[src/rtl/bcd_display_arbiter_if.sv]
// Requester bus for bcd_display_arbiter: level req,
// packed 8-bit data per channel, one-cycle ack.
interface bcd_display_arbiter_if #(
  parameter int N_REQ = 4
);
  logic [N_REQ-1:0]   req;
  logic [8*N_REQ-1:0] data;
  logic [N_REQ-1:0]   ack;

  modport master (
    output req,
    output data,
    input  ack
  );

  modport slave (
    input  req,
    input  data,
    output ack
  );
endinterface

[src/rtl/bcd_display_arbiter.sv]
// Round-robin share of a 3-digit HEX display with double-dabble BCD.
// `LEADING_ZERO_BLANK_EN blanks leading zero digits on HEX2/HEX1.
module bcd_display_arbiter #(
  parameter int N_REQ = 4,
  parameter int DWELL = 50_000_000
) (
  input  logic                  CLOCK_50,
  input  logic                  reset,
  bcd_display_arbiter_if.slave  bus,
  output logic                  busy,
  output logic [1:0]            chan,
  output logic [0:6]            HEX2,
  output logic [0:6]            HEX1,
  output logic [0:6]            HEX0
);

  typedef enum logic [1:0] {
    IDLE,
    GRANT,
    CONVERT,
    SHOW
  } state_e;

  localparam logic [1:0] LAST_RST = 2'(N_REQ - 1);
  localparam logic [0:6] BLANK    = 7'b1111111;
  localparam logic [0:6] SEG0     = 7'b0000001;
`ifdef LEADING_ZERO_BLANK_EN
  localparam logic [0:6] HI_RST   = BLANK;
`else
  localparam logic [0:6] HI_RST   = SEG0;
`endif

  state_e           state_q, state_d;
  logic [1:0]       last_q, last_d;
  logic [1:0]       gnt_q, gnt_d;
  logic [1:0]       chan_q, chan_d;
  logic [N_REQ-1:0] ack_q, ack_d;
  logic [7:0]       bin_q, bin_d;
  logic [11:0]      bcd_q, bcd_d;
  logic [31:0]      cnt_q, cnt_d;
  logic [0:6]       hex2_q, hex2_d;
  logic [0:6]       hex1_q, hex1_d;
  logic [0:6]       hex0_q, hex0_d;

  logic [3:0]  req4;
  logic [31:0] data32;
  logic [3:0]  ack4;
  logic [1:0]  idx;
  logic [1:0]  pick;
  logic        found;
  logic [11:0] adj;
  logic [3:0]  dig_h, dig_t, dig_o;

  function automatic logic [0:6] seg(input logic [3:0] d);
    case (d)
      4'd0:    seg = 7'b0000001;
      4'd1:    seg = 7'b1001111;
      4'd2:    seg = 7'b0010010;
      4'd3:    seg = 7'b0000110;
      4'd4:    seg = 7'b1001100;
      4'd5:    seg = 7'b0100100;
      4'd6:    seg = 7'b0100000;
      4'd7:    seg = 7'b0001111;
      4'd8:    seg = 7'b0000000;
      4'd9:    seg = 7'b0000100;
      default: seg = BLANK;
    endcase
  endfunction

  assign req4   = 4'(bus.req);
  assign data32 = 32'(bus.data);
  assign dig_h  = bcd_q[11:8];
  assign dig_t  = bcd_q[7:4];
  assign dig_o  = bcd_q[3:0];

  // Scan last+1, last+2, ... so the previous winner goes last.
  always_comb begin
    found = 1'b0;
    pick  = last_q;
    idx   = '0;
    for (int i = 1; i <= N_REQ; i++) begin
      idx = 2'((int'(last_q) + i) % N_REQ);
      if (!found && req4[idx]) begin
        found = 1'b1;
        pick  = idx;
      end
    end
  end

  always_comb begin
    adj = bcd_q;
    for (int k = 0; k < 3; k++) begin
      if (bcd_q[4*k +: 4] >= 4'd5)
        adj[4*k +: 4] = bcd_q[4*k +: 4] + 4'd3;
    end
  end

  always_comb begin
    state_d = state_q;
    last_d  = last_q;
    gnt_d   = gnt_q;
    chan_d  = chan_q;
    ack_d   = '0;
    ack4    = 4'b0001 << pick;
    bin_d   = bin_q;
    bcd_d   = bcd_q;
    cnt_d   = cnt_q;
    hex2_d  = hex2_q;
    hex1_d  = hex1_q;
    hex0_d  = hex0_q;
    unique case (state_q)
      IDLE: begin
        if (found) begin
          state_d = GRANT;
          gnt_d   = pick;
          last_d  = pick;
          ack_d   = ack4[N_REQ-1:0];
        end
      end
      GRANT: begin
        bin_d   = data32[{gnt_q, 3'b000} +: 8];
        bcd_d   = '0;
        cnt_d   = '0;
        state_d = CONVERT;
      end
      CONVERT: begin
        if (cnt_q == 32'd8) begin
`ifdef LEADING_ZERO_BLANK_EN
          hex2_d = (dig_h == 4'd0) ? BLANK : seg(dig_h);
          hex1_d = (dig_h == 4'd0 && dig_t == 4'd0) ? BLANK : seg(dig_t);
`else
          hex2_d = seg(dig_h);
          hex1_d = seg(dig_t);
`endif
          hex0_d  = seg(dig_o);
          chan_d  = gnt_q;
          cnt_d   = '0;
          state_d = SHOW;
        end else begin
          {bcd_d, bin_d} = {adj, bin_q} << 1;
          cnt_d = cnt_q + 32'd1;
        end
      end
      SHOW: begin
        if (cnt_q == 32'(DWELL - 1))
          state_d = IDLE;
        else
          cnt_d = cnt_q + 32'd1;
      end
      default: state_d = IDLE;
    endcase
  end

  always_ff @(posedge CLOCK_50) begin
    if (reset) begin
      state_q <= IDLE;
      last_q  <= LAST_RST;
      gnt_q   <= '0;
      chan_q  <= '0;
      ack_q   <= '0;
      bin_q   <= '0;
      bcd_q   <= '0;
      cnt_q   <= '0;
      hex2_q  <= HI_RST;
      hex1_q  <= HI_RST;
      hex0_q  <= SEG0;
    end else begin
      state_q <= state_d;
      last_q  <= last_d;
      gnt_q   <= gnt_d;
      chan_q  <= chan_d;
      ack_q   <= ack_d;
      bin_q   <= bin_d;
      bcd_q   <= bcd_d;
      cnt_q   <= cnt_d;
      hex2_q  <= hex2_d;
      hex1_q  <= hex1_d;
      hex0_q  <= hex0_d;
    end
  end

  assign bus.ack = ack_q;
  assign busy    = (state_q != IDLE);
  assign chan    = chan_q;
  assign HEX2    = hex2_q;
  assign HEX1    = hex1_q;
  assign HEX0    = hex0_q;

endmodule
[src/flat_wrapper.sv]
// flat-port wrapper written by rule: the top's interface ports become plain ports
module bcd_display_arbiter_flat 
#(
  parameter int N_REQ = 4,
  parameter int DWELL = 50_000_000
)
  (CLOCK_50, reset, busy, chan, HEX2, HEX1, HEX0, bus_req, bus_data, bus_ack);
  bcd_display_arbiter_if #(.N_REQ(N_REQ)) bus_i ();
  input  logic CLOCK_50;
  input  logic reset;
  output logic busy;
  output logic [1:0] chan;
  output logic [0:6] HEX2;
  output logic [0:6] HEX1;
  output logic [0:6] HEX0;
  input wire logic [$bits(bus_i.req)-1:0] bus_req;
  input wire logic [$bits(bus_i.data)-1:0] bus_data;
  output wire logic [$bits(bus_i.ack)-1:0] bus_ack;
  assign bus_i.req = bus_req;
  assign bus_i.data = bus_data;
  assign bus_ack = bus_i.ack;
  bcd_display_arbiter #(.N_REQ(N_REQ), .DWELL(DWELL)) u_core (.CLOCK_50(CLOCK_50), .reset(reset), .bus(bus_i), .busy(busy), .chan(chan), .HEX2(HEX2), .HEX1(HEX1), .HEX0(HEX0));
endmodule
[config.mk]
export PLATFORM = sky130hd
export DESIGN_NAME = bcd_display_arbiter_flat
export DESIGN_NICKNAME = d
export VERILOG_FILES = /design/src/rtl/bcd_display_arbiter_if.sv /design/src/rtl/bcd_display_arbiter.sv /design/src/flat_wrapper.sv
export SDC_FILE = /design/constraint.sdc
export NUM_CORES = 1
export LEC_CHECK = 0
export CORE_AREA = 2 2 105 107
export DETAILED_ROUTE_END_ITERATION = 12
export DIE_AREA = 0 0 107 109
export PLACE_DENSITY = 0.73
export REMOVE_ABC_BUFFERS = 1
export SETUP_SLACK_MARGIN = 0.05
export SLEW_MARGIN = 20
export SYNTH_ARGS = -nofsm -noshare
export SYNTH_HDL_FRONTEND = slang
export SYNTH_SLANG_ARGS = --single-unit
export TNS_END_PERCENT = 10
[constraint.sdc]
create_clock -name CLOCK_50 -period 2.85 [get_ports CLOCK_50]
set_input_delay 0.855 -clock CLOCK_50 [delete_from_list [all_inputs] [get_ports CLOCK_50]]
set_output_delay 0.855 -clock CLOCK_50 [all_outputs]
set_load 0.05 [all_outputs]
# Yosys cells after proc, flatten, opt, wreduce, memory -nomap -nowiden
# Memories as Yosys holds them, arrays and structs flattened. A register that Yosys moved wholly into a read port is not among the register bits.
# Cells that the tools add are included.
[totals]
romBits = 336
mem_count = 3
out_inout_bits = 28
word_cells = 86
input_bits = 38
register_bits = 64
[memory_table]
columns = ["memory", "words", "word_bits", "read_ports", "rd_ports_with_merged_regs", "wr", "line", "text"]
rows = [
  ["(no name shown)", 16, 7, 1, 1, 0, "bcd_display_arbiter.sv:55", "case (d)"],
  ["(no name shown)", 16, 7, 1, 1, 0, "bcd_display_arbiter.sv:55", ""],
  ["(no name shown)", 16, 7, 1, 1, 0, "bcd_display_arbiter.sv:55", ""],
]
[op_classes]
addsub = 8
shift = 2
n_eq_ne = 10
magnitude_cmp = 7
reduce_logical = 16
n_bitwise = 2
mux = 30
[ops]
columns = ["cell", "count"]
rows = [
  ["32-bit case mux with 3 select lines", 1],
  ["32-bit 2-to-1 mux", 2],
  ["32-bit by 1-bit adder with 32-bit output, second input constant", 1],
  ["32-bit by 26-bit == test with 1-bit output, second input constant", 1],
  ["32-bit by 4-bit == test with 1-bit output, second input constant", 1],
  ["32-bit by 6-bit indexed part select with 8-bit output", 1],
  ["12-bit case mux with 2 select lines", 1],
  ["8-bit case mux with 2 select lines", 1],
  ["2-bit 2-to-1 mux", 7],
  ["4-bit by 3-bit greater-or-equal comparator with 1-bit output, second input constant", 3],
  ["2-bit by 3-bit < comparator with 1-bit output, second input constant", 4],
  ["12-bit 2-to-1 mux", 1],
  ["4-bit by 2-bit adder with 4-bit output, second input constant", 2],
  ["1-bit binary-select mux with 2-bit select", 4],
  ["1-bit 2-to-1 mux", 8],
  ["4-bit 2-to-1 mux", 2],
  ["8-bit 2-to-1 mux", 1],
  ["2-bit case mux with 4 select lines", 1],
  ["2-bit AND reduction", 4],
  ["2-bit by 1-bit inequality test with 1-bit output, second input constant", 3],
  ["2-bit by 1-bit adder with 2-bit output, second input constant", 2],
  ["2-bit adder, second input constant", 2],
  ["2-bit == test, second input constant", 2],
  ["2-bit inequality test, second input constant", 2],
  ["other kinds (12)", 18],
]

# Longest topological paths before layout
# Gate-level depths: netlist (run 1).
[depth]
word_depth = 15
depth_mapped = 9
ltp_nobuf = 7

# Worst setup path after synthesis (run 1)
# No wires, ideal clock.
[synth_timing]
kind = "reg2reg"
startpoint = "register u_core.state_q[1]"
endpoint = "register u_core.cnt_q[31]"
path_stages_with_launch = 9
period_less_slack_ps = 2032
t_arrival_ps = 1963
path_slack_ps = 818
path_buffers = 1
setup_time_ps = 70
required_time_ps = 2780
path_cell_list = "dfxtp_1 -> inv_1 -> ha_1 -> clkbuf_2 -> o21ai_0 -> nor4_2 -> nand2_1 -> or3_1 -> a21oi_1"
[synth_via]
elab_chain_len = 3
word_cells_on_any_way = 7
classes_between = "eq/ne: 4; mux: 1; reduce/logical: 2"
[synth_lines]
columns = ["element", "line", "text"]
rows = [
  ["start, declared", "bcd_display_arbiter.sv:33", "state_e state_q, state_d;"],
  ["start signal, assigned", "bcd_display_arbiter.sv:168", "state_q <= state_d;"],
  ["2-bit == test or 2-bit by 1-bit == test with 1-bit output (tied branches)", "bcd_display_arbiter.sv:111", "unique case (state_q)"],
  ["2-bit inequality test (no line) or 3-bit nonzero test (tied branches)", "n/a", ""],
  ["2-bit AND reduction (no line)", "n/a", ""],
  ["end signal, assigned", "bcd_display_arbiter.sv:175", "cnt_q <= cnt_d;"],
  ["end, declared", "bcd_display_arbiter.sv:40", "logic [31:0] cnt_q, cnt_d;"],
]
# Parallel ways exist; a longest one is shown, timed or not.
# A chain may end at the register's enable or synchronous reset.

# Worst setup path after layout (run 1)
[layout_timing]
startpoint = "register u_core.state_q[1]"
endpoint = "output busy"
[layout_via]
elab_chain_len = 1
[layout_lines]
columns = ["element", "line", "text"]
rows = [
  ["2-bit nonzero test", "bcd_display_arbiter.sv:183", "assign busy = (state_q != IDLE);"],
  ["end, declared", "flat_wrapper.sv:11", "output logic busy;"],
]
# No other way between the ends.

==> results of run 1 <==
==> layout by cell type, fill, tap and decap left out, drive strengths merged, types with 11 or more instances in the layout <==
cell type,n
inv,29
ha,22
clkdlybuf4s50,63
buf,13
or3,12
xnor2,12
nor4,12
a21oi,46
nor3,11
a211oi,11
clkbuf,15
nand2b,17
nand2,35
nand4,21
nand3,25
o21ai,26
dfxtp,85
mux2i,15
xor2,14
nor2,57
==> final timing paths <==
check | to | slack, ps | depth (start not counted)
min reg2reg | u_core.HEX1[2]$_SDFFE_PP0P_ | 450 | 2
min | u_core.HEX1[2]$_SDFFE_PP0P_ | 450 | 2
max reg2reg | u_core.cnt_q[31]$_SDFFE_PP0P_ | 430 | 8
max | busy | 290 | 4
==> worst reg2reg max path, delay by kind of cell, from the launching register on <==
kind	cells	cell delay, ps
buf+inv	2	320
fa+ha+maj	1	480
flops	1	400
simple gates	3	800
compound gates	2	350
==> report_power, final <==
group	switching (uW)	internal (uW)
logic	624	426
registers	119	1280
clock network	402	432
total	1140	2140
==> per-stage QoR <==
step | hold slack [ps] | total power (uW) | setup WS [ps]
final | 450 | 3290 | 290
after global placement | 439 | 2450 | 350
after global routing | 480 | 3500 | 186
after floorplan | 453 | 2120 | 270
after detailed placement | 443 | 2480 | 261
after CTS | 454 | 3310 | 302
==> what timing repair did <==
| item | 4_1_cts | 5_1_grt |
|---|---|---|
| gates resized for setup | 1 | 0 |
| endpoints found under the setup margin | 1 | 0 |
| buffers inserted | 0 | 0 |
==> per-layer routing <==
metal,vias up,track usage,share of wire
met2,102,0.327,0.48
met3,18,0.0395,0.048
met4,0,0.0798,0.017
met1,1988,0.246,0.45
met5,-,0,0
li1,2113,-,-
==> state kept, by name (all words and copies together), names as in the netlist <==
name / cells
u_core.chan: 2
u_core.last_q: 2
u_core.gnt_q: 2
u_core.HEX1: 7
u_core.bus.ack: 4
u_core.bin_q: 8
u_core.HEX2: 7
u_core.state_q: 2
u_core.bcd_q: 12
u_core.HEX0: 7
u_core.cnt_q: 32
==> layout make-up <==
class	instances	area, sq um
inverters	29	109
flip-flops and latches	85	1700
repair buffers	77	734
clock inverters	1	30.0
fillers	986	4990
multi-input cells	408	2710
clock buffers	15	156
well taps	140	175
==> cells by family after synthesis <==
group | share of synthesized area
AO/OA/AOI/OAI | 0.168
XOR/XNOR | 0.0488
adder cells (fa/ha/maj) | 0.0590
buffers and inverters | 0.0556
flip-flops | 0.365
multiplexers | 0.0709
AND/OR/NAND/NOR | 0.232
==> implementation parameters, run 1 <==
Parameter                              Value

Power
  Leakage power summed over all cells ... 0.00195 uW
  Power density over cell area ... 585 mW/mm^2
  Maximum vdd ir drop ... 0.000632 V

Timing
  Hold violation total from the final report ... 0
  Final Critical Period ... 2560 ps
  Clock Skew ... 10.4 ps
  Number of setup violations in the final report ... 0
  Post-Route Setup TNS ... 0 ps
  Final number of max-transition violations ... 0
  Max Freq ... 391 MHz
  Relative slew margins ... 0.552
  RSZ-0062 raised after global routing ... false
  Final cycle utilization of the critical path ... 0.898
  Slew at the pin with the worst max-slew slack ... 669 ps

Final layout
  # diodes ... 0
  Nets@finish ... 670
  Fin cells ... 755
  Summed area of non-filler cells in the final layout ... 0.00561 sq mm
  Growth of design area from synthesis to finish ... 20.4%
  Post-Route Utilization ... 0.529
  Proportion of layout cells with a drive suffix above 1 ... 0.0699

Drt
  Number of vias in the routed layout ... 4,221
  Pre-antenna DRT Iters ... 5
  Routed WL per cell ... 14.2 um
  DRC violations left ... 0
  Avg Vias per Cell ... 5.59
  Total length of routed wires ... 10.7 mm
  Number of DRC violations after detailed-routing iteration 0 ... 167
  Post-DRT Antenna Nets ... 0

Logic synthesis
  Main flop type after synthesis ... dfxtp_1
  Number of warnings issued by yosys ... 0
  Top post-synthesis cells by count ... 85 x dfxtp_1, 57 x nor2_1, 45 x a21oi_1
  Synth Cell Area ... 0.00466 sq mm
  Async set or reset register ratio after synthesis ... 0
  Number of unique standard cell types used by synthesis ... 51
  Post-Synthesis Cells ... 558
  Most numerous cell in the Yosys netlist ... dfxtp_1
  Number of flip-flops and latches in the synthesized netlist ... 85
  Cell taking the most area after synthesis ... dfxtp_1
  Count of flip-flops with a built-in enable after synthesis ... 0
  Avg Cell Area, Syn ... 8.35 sq um
  Share of the synthesized area in the top cell type ... 0.365
  Leading cell types by total area after synthesis ... dfxtp_1 37%, ha_1 5.9%, a21oi_1 4.8%, nor2_1 4.6%, mux4_2 3.9%
  Sequential share of the synthesized area ... 0.365

Die
  Effective utilization at floorplan ... 0.440
  Area of the die ... 0.0117 sq mm
  Die Ht ... 109 um
  IO Count ... 66
  Chip Width ... 107 um
  Core Rows ... 38
  Total core area ... 0.0106 sq mm

Clocking
  Count of H-tree levels built during CTS ... 3
  Number of clock sinks seen by CTS ... 85
  Maximum root-to-sink buffer count ... 2
  CTS tree ... done
  Cts bufs inserted ... 9
  Cts hold-fix bufs ... 0
  Clock transition at the register clock pins on the worst setup and hold paths after CTS ... 80 ps
  Clock insertion delay at the later pin of the skew report ... 360 ps
  Root Buffer ... clkbuf_8

GRT
  Wire length of the first global-routing pass ... 18.5 mm
  Vias in the first global route ... 4,117
  Gr usage total ... 0.195
  Pin count of the biggest net entering global routing ... 32
  Number of antenna violations at the first check in global routing ... 0
  Total global routing overflow ... 0

Critical path
  Number of buffers and inverters on the critical path ... 3
  Data required time of the critical path ... 2000 ps
  Setup CP Type ... reg2out
  Slowest library cell on the worst path ... dlygate4sd2_1
  Crit end category ... primary output
  Family with the most delay on the worst path ... buffers and inverters
  Top cell by count, worst path ... inv_1
  Timing startpoint of the critical path ... u_core.state_q[1]$_SDFFE_PP0P_
  Data arrival at the endpoint of the critical path ... 1710 ps
  Worst Setup Start Kind ... register
  Longest individual stage delay on the worst path ... 530 ps
  CP Cell Sequence ... inv_1 > ha_1 > inv_1 > dlygate4sd2_1
  Critical register-to-register path startpoint ... u_core.state_q[1]$_SDFFE_PP0P_
  Maximum fanout encountered on the critical timing path ... 4

Flow run
  Count of max-cap constraint violations ... 0

Worst hold path
  Start point of the worst min-delay path ... u_core.HEX1[2]$_SDFFE_PP0P_
  Path type of the worst min-delay path ... reg2reg

Status
  Run status ... complete, no violations

Placed design
  DPL Wire Length ... 7.72 mm
  Area after DPL ... 0.00543 sq mm
  Port buffer count ... 65
  Global placement routability congestion ... 0.901
  Total instance count after detailed placement ... 739
Note: power is estimated with default switching activity, not from simulation.
==> run 2, diff against run 1 <==
Settings changed: CORE_AREA 2 2 105 107 to 2 2 117 97, DIE_AREA 0 0 107 109 to 0 0 119 99.
==> run 2 against run 1 <==
Register-to-register slack better by 160 ps. Die area up 1.0%. Worst setup slack better by 160 ps. Via count down 1.1%. Power up 11%. Cell count up 0.40%. Sequential power about the same. Wire length down 0.35%. Critical path type unchanged. Highest routed layer unchanged.
==> implementation parameters, run 2 (synthesized netlist as in run 1, its figures left out) <==
Parameter                              Value

Drt
  Avg Vias per Cell ... 5.51 (was 5.59)
  Pre-antenna DRT Iters ... 5 (unchanged)
  DRC violations left ... 0 (unchanged)
  Number of DRC violations after detailed-routing iteration 0 ... 306 (was 167)
  Total length of routed wires ... 10.7 mm (about the same)
  Post-DRT Antenna Nets ... 0 (unchanged)
  Number of vias in the routed layout ... 4,176 (was 4,221)
  Routed WL per cell ... 14.1 um (was 14.2 um)

Final layout
  Filler Cells Inserted ... 925 (was 986)
  Commonest non-fill, non-tap cell in the layout ... dfxtp_1 (unchanged)
  # diodes ... 0 (unchanged)
  Nets@finish ... 669 (was 670)
  Flip-flop count of the largest register after layout ... 32 (unchanged)
  Registers with the most flip-flops ... u_core.cnt_q (32), u_core.bcd_q (12), u_core.bin_q (8) (unchanged)
  Growth of design area from synthesis to finish ... 23.0% (was 20.4%)
  Proportion of layout cells with a drive suffix above 1 ... 0.0749 (was 0.0699)
  Top register by number of flip-flops ... u_core.cnt_q (unchanged)
  Multi-input gate area in the final layout ... 0.00271 sq mm (about the same)
  Highest-count cells in the layout ignoring fill and taps ... 85 x dfxtp_1, 63 x clkdlybuf4s50_1, 57 x nor2_1 (unchanged)
  Register area ... 0.00170 sq mm (unchanged)

Critical path
  Crit end category ... primary output (unchanged)
  Data arrival at the endpoint of the critical path ... 1550 ps (was 1710 ps)
  Data required time of the critical path ... 2000 ps (about the same)
  Worst Setup Start Kind ... register (unchanged)
  Maximum fanout encountered on the critical timing path ... 4 (unchanged)
  Setup CP Type ... reg2out (unchanged)

Clocking
  Number of clock sinks seen by CTS ... 85 (unchanged)
  Clock insertion delay at the later pin of the skew report ... 340 ps (was 360 ps)
  Cts hold-fix bufs ... 0 (unchanged)
  Count of H-tree levels built during CTS ... 3 (unchanged)
  Maximum root-to-sink buffer count ... 2 (unchanged)
  CTS tree ... done (unchanged)
  Cts bufs inserted ... 9 (unchanged)
  Root Buffer ... clkbuf_16 (was clkbuf_8)
  Clock transition at the register clock pins on the worst setup and hold paths after CTS ... 70 ps (was 80 ps)

Timing
  Final Critical Period ... 2400 ps (was 2560 ps)
  Post-Route Setup TNS ... 0 ps (unchanged)
  Final number of max-transition violations ... 0 (unchanged)
  Hold violation total from the final report ... 0 (unchanged)
  Clock Skew ... 10.7 ps (was 10.4 ps)
  Slew at the pin with the worst max-slew slack ... 761 ps (was 669 ps)
  Relative slew margins ... 0.491 (was 0.552)
  Number of setup violations in the final report ... 0 (unchanged)
  Hold WS ... 448 ps (was 450 ps)
  Max Freq ... 416 MHz (was 391 MHz)
  Final cycle utilization of the critical path ... 0.843 (was 0.898)
  RSZ-0062 raised after global routing ... false (unchanged)

Flow run
  Count of max-cap constraint violations ... 0 (unchanged)

Die
  Die Ht ... 99 um (was 109 um)
  Effective utilization at floorplan ... 0.440 (about the same)
  Core Rows ... 34 (was 38)
  IO Count ... 66 (unchanged)
  Chip Width ... 119 um (was 107 um)
  Area of the die ... 0.0118 sq mm (was 0.0117 sq mm)
  Total core area ... 0.0106 sq mm (about the same)

Worst hold path
  Path type of the worst min-delay path ... reg2reg (unchanged)

Power
  Leakage power summed over all cells ... 0.00202 uW (was 0.00195 uW)
  Total Power ... 3640 uW (was 3290 uW)
  Maximum vdd ir drop ... 0.000536 V (was 0.000632 V)
  Power density over cell area ... 634 mW/mm^2 (was 585 mW/mm^2)

GRT
  Grt peak-use layer ... met2 (unchanged)
  Met3 Usage GRT ... 0.0399 (was 0.0395)
  Vias in the first global route ... 3,918 (was 4,117)
  Gr usage total ... 0.188 (was 0.195)
  Global-route met2 utilization ... 0.286 (was 0.327)
  Wire length of the first global-routing pass ... 18.4 mm (was 18.5 mm)
  Pin count of the biggest net entering global routing ... 32 (unchanged)
  Total global routing overflow ... 0 (unchanged)
  Fraction of met1 tracks used by global routing ... 0.266 (was 0.246)
  Number of antenna violations at the first check in global routing ... 0 (unchanged)

Placed design
  Global placement routability congestion ... 0.891 (was 0.901)
  DPL Wire Length ... 7.57 mm (was 7.72 mm)
  Port buffer count ... 65 (unchanged)

Status
  Run status ... complete, no violations (unchanged)
## run 2: layer usage
layer  vias up  routed length, um  part of all wire
met4         0                125             0.012
met1      1937               5210              0.49
met2       121               4790              0.45
met3        10                551             0.052
met5         -                  0                 0
li1       2108                  -                 -
## run 2: final cells by class
cell class	count	area share
Clock buffer	10	0.0417
Sequential cell	85	0.297
Tap cell	144	0.0314
Clock inverter	6	0.0122
Timing Repair Buffer	76	0.127
Inverter	29	0.0190
Multi-Input combinational cell	408	0.472
## run 2: report_power, final
| group | switching [uW] | internal, uW |
|---|---|---|
| Combinational | 616 | 410 |
| Clock | 500 | 711 |
| Sequential | 117 | 1280 |
| Total | 1230 | 2410 |
## run 2: final timing paths
path,from,to,slack [ps],cells past startpoint
min,u_core.HEX2[0]$_SDFFE_PP0P_,u_core.HEX2[0]$_SDFFE_PP0P_,450,2
max reg2reg,u_core.cnt_q[24]$_SDFFE_PP0P_,u_core.HEX2[5]$_SDFFE_PP0P_,590,5
max,u_core.state_q[1]$_SDFFE_PP0P_,busy,450,4
min reg2reg,u_core.HEX2[0]$_SDFFE_PP0P_,u_core.HEX2[0]$_SDFFE_PP0P_,450,2
## run 2: what timing repair did
item                                    4_1_cts  5_1_grt
endpoints found under the setup margin        0        1
buffers inserted                              0        0
gates resized for setup                       0        1
## run 2: critical path, stage by stage, from the launching register on
cell	delay, ps
dfxtp_1	380
inv_1	90
ha_1	240
inv_1	90
dlymetal6s2s_1	420
## run 2: through the flow
stage / util / instances / setup WS (ps) / cell area [sq um]
6_report: 0.541 / 758 / 447 / 5740
5_1_grt: 0.541 / 758 / 376 / 5740
4_1_cts: 0.541 / 758 / 51.6 / 5730
3_5_place_dp: 0.512 / 742 / 419 / 5420
3_3_place_gp: 0.512 / 742 / 464 / 5420
2_1_floorplan: - / 522 / 270 / 4510
==> run 3, diff against run 2 <==
Clock period 2.85 ns to 2.48 ns, I/O delays scaled along.
==> run 3 against run 2 <==
Clock power rose by 6%. Count of clock-buffer cells in the layout stayed put. Sequential share of layout area shrank 0.097 points. Hold slack improved by 0.78 ps. Critical path depth fell by 3. Highest routed layer unchanged. Die area unchanged. Wire length down 0.22%. Global-route usage is 0.26 points higher. Register-to-register slack got worse by 300 ps. Non-clock buffer count is 3 higher.
==> implementation parameters, run 3 (synthesized netlist as in run 1, its figures left out) <==
Parameter                              Value

Drt
  Avg Vias per Cell ... 5.53 (was 5.51)
  Number of vias in the routed layout ... 4,207 (was 4,176)
  Total length of routed wires ... 10.7 mm (about the same)
  Pre-antenna DRT Iters ... 4 (was 5)
  Post-DRT Antenna Nets ... 0 (unchanged)
  Number of DRC violations after detailed-routing iteration 0 ... 227 (was 306)
  Routed WL per cell ... 14.0 um (was 14.1 um)
  DRC violations left ... 0 (unchanged)

Clocking
  Maximum root-to-sink buffer count ... 2 (unchanged)
  Number of clock sinks seen by CTS ... 85 (unchanged)
  Clock insertion delay at the later pin of the skew report ... 330 ps (was 340 ps)
  Setup repair bufs after CTS ... 0 (unchanged)
  Cts bufs inserted ... 9 (unchanged)
  Root Buffer ... clkbuf_16 (unchanged)
  Count of H-tree levels built during CTS ... 3 (unchanged)
  CTS tree ... done (unchanged)
  Clock transition at the register clock pins on the worst setup and hold paths after CTS ... 70 ps (about the same)
  Number of instances resized during post-cts repair ... 0 (unchanged)
  Cts hold-fix bufs ... 0 (unchanged)

Timing
  Number of setup violations in the final report ... 0 (unchanged)
  RSZ-0062 raised after global routing ... false (unchanged)
  Post-Route Setup TNS ... 0 ps (unchanged)
  Clock Skew ... 11.8 ps (was 10.7 ps)
  Max Freq ... 447 MHz
  Final number of max-transition violations ... 0 (unchanged)
  Final Critical Period ... 2240 ps
  Slew at the pin with the worst max-slew slack ... 560 ps (was 761 ps)
  Hold violation total from the final report ... 0 (unchanged)
  Relative slew margins ... 0.626 (was 0.491)
  Final cycle utilization of the critical path ... 0.902
  Hold WS ... 449 ps (was 448 ps)

Flow run
  Count of max-cap constraint violations ... 0 (unchanged)

Critical path
  Number of buffers and inverters on the critical path ... 1 (was 3)
  Worst Setup Start Kind ... register (unchanged)
  Data required time of the critical path ... 1740 ps (was 2000 ps)
  CP Cell Sequence ... clkdlybuf4s50_1 (was inv_1 > ha_1 > inv_1 > dlymetal6s2s_1)
  Longest individual stage delay on the worst path ... 810 ps (was 420 ps)
  Setup CP Type ... reg2out (unchanged)
  Slowest library cell on the worst path ... clkdlybuf4s50_1 (was dlymetal6s2s_1)
  Maximum fanout encountered on the critical timing path ... 2 (was 4)
  Data arrival at the endpoint of the critical path ... 1490 ps (was 1550 ps)
  Reg-to-reg slack, setup ... 290 ps (was 590 ps)
  Crit end category ... primary output (unchanged)
  Family with the most delay on the worst path ... buffers and inverters (unchanged)

Final layout
  Flip-flop count of the largest register after layout ... 32 (unchanged)
  # diodes ... 0 (unchanged)
  Top register by number of flip-flops ... u_core.cnt_q (unchanged)
  Nets@finish ... 672 (was 669)
  Growth of design area from synthesis to finish ... 23.4% (was 23.0%)
  Commonest non-fill, non-tap cell in the layout ... dfxtp_1 (unchanged)
  Highest-count cells in the layout ignoring fill and taps ... 85 x dfxtp_1, 63 x clkdlybuf4s50_1, 57 x nor2_1 (unchanged)
  Proportion of layout cells with a drive suffix above 1 ... 0.0810 (was 0.0749)
  Registers with the most flip-flops ... u_core.cnt_q (32), u_core.bcd_q (12), u_core.bin_q (8) (unchanged)

Die
  Die Ht ... 99 um (unchanged)
  Area of the die ... 0.0118 sq mm (unchanged)
  IO Count ... 66 (unchanged)
  Chip Width ... 119 um (unchanged)
  Total core area ... 0.0106 sq mm (unchanged)
  Effective utilization at floorplan ... 0.440 (unchanged)
  Core Rows ... 34 (unchanged)

GRT
  Pin count of the biggest net entering global routing ... 32 (unchanged)
  Vias in the first global route ... 4,139 (was 3,918)
  Gr usage total ... 0.190 (was 0.188)
  Total global routing overflow ... 0 (unchanged)
  Number of antenna violations at the first check in global routing ... 0 (unchanged)
  Wire length of the first global-routing pass ... 18.9 mm (was 18.4 mm)

Power
  Leakage power summed over all cells ... 0.00201 uW (was 0.00202 uW)
  Maximum vdd ir drop ... 0.000435 V (was 0.000536 V)
  Power density over cell area ... 719 mW/mm^2 (was 634 mW/mm^2)

Worst hold path
  Path type of the worst min-delay path ... reg2reg (unchanged)

Status
  Run status ... complete, no violations (unchanged)

Placed design
  Port buffer count ... 65 (unchanged)
  DPL Wire Length ... 7.76 mm (was 7.57 mm)
  Global placement routability congestion ... 0.882 (was 0.891)
## run 3: cell count changes in the layout (fill, tap and decap cells not counted), sizes merged
| cell | change |
|---|---|
| clkinvlp | +2 |
| inv | -1 |
| dlymetal6s2s | -1 |
| bufinv | -1 |
| buf | +4 |
## run 3: stage by stage
step | total power (uW) | instances | utilization | setup WS (ps) | cell area, sq um
2_1_floorplan | 2430 | 522 | - | -100 | 4510
3_3_place_gp | 2850 | 745 | 0.516 | 286 | 5470
3_5_place_dp | 2880 | 745 | 0.516 | 232 | 5470
4_1_cts | 4170 | 761 | 0.543 | 218 | 5750
5_1_grt | 4370 | 761 | 0.543 | 136 | 5750
6_report | 4140 | 761 | 0.543 | 242 | 5750
## run 3: report_power, final
group / internal, uW / switching (uW) / total, uW
logic: 531 / 717 / 1250
registers: 1480 / 132 / 1610
clock network: 712 / 568 / 1280
total: 2720 / 1420 / 4140
## run 3: path summary, 6_finish.rpt
| check | start | end | cells past startpoint |
|---|---|---|---|
| min reg2reg | u_core.HEX1[0]$_SDFFE_PP0P_ | u_core.HEX1[0]$_SDFFE_PP0P_ | 2 |
| max | u_core.HEX2[2]$_SDFFE_PP0P_ | HEX2[2] | 1 |
| min | u_core.HEX1[0]$_SDFFE_PP0P_ | u_core.HEX1[0]$_SDFFE_PP0P_ | 2 |
| max reg2reg | u_core.state_q[1]$_SDFFE_PP0P_ | u_core.cnt_q[31]$_SDFFE_PP0P_ | 7 |
## run 3: worst min-delay path, stage by stage, from the launching register on
cell	delay [ps]
dfxtp_1	310
nand2_1	50
a21oi_1	50
## run 3: cell type report
cell class,instances,area [sq um]
clock inverter,6,46.3
timing repair buffer,79,773
clock buffer,10,239
multi-input combinational,408,2710
tap,144,180
sequential,85,1700
fill,954,4840
inverter,29,109
## run 3: per-layer routing
metal  global-route usage  vias up  routed length, um
met5                    0        -                  0
met4               0.0586        0                 93
met3               0.0313        7                404
met2                0.313       91               5020
met1                0.257     1993               5130
li1                     -     2116                  -
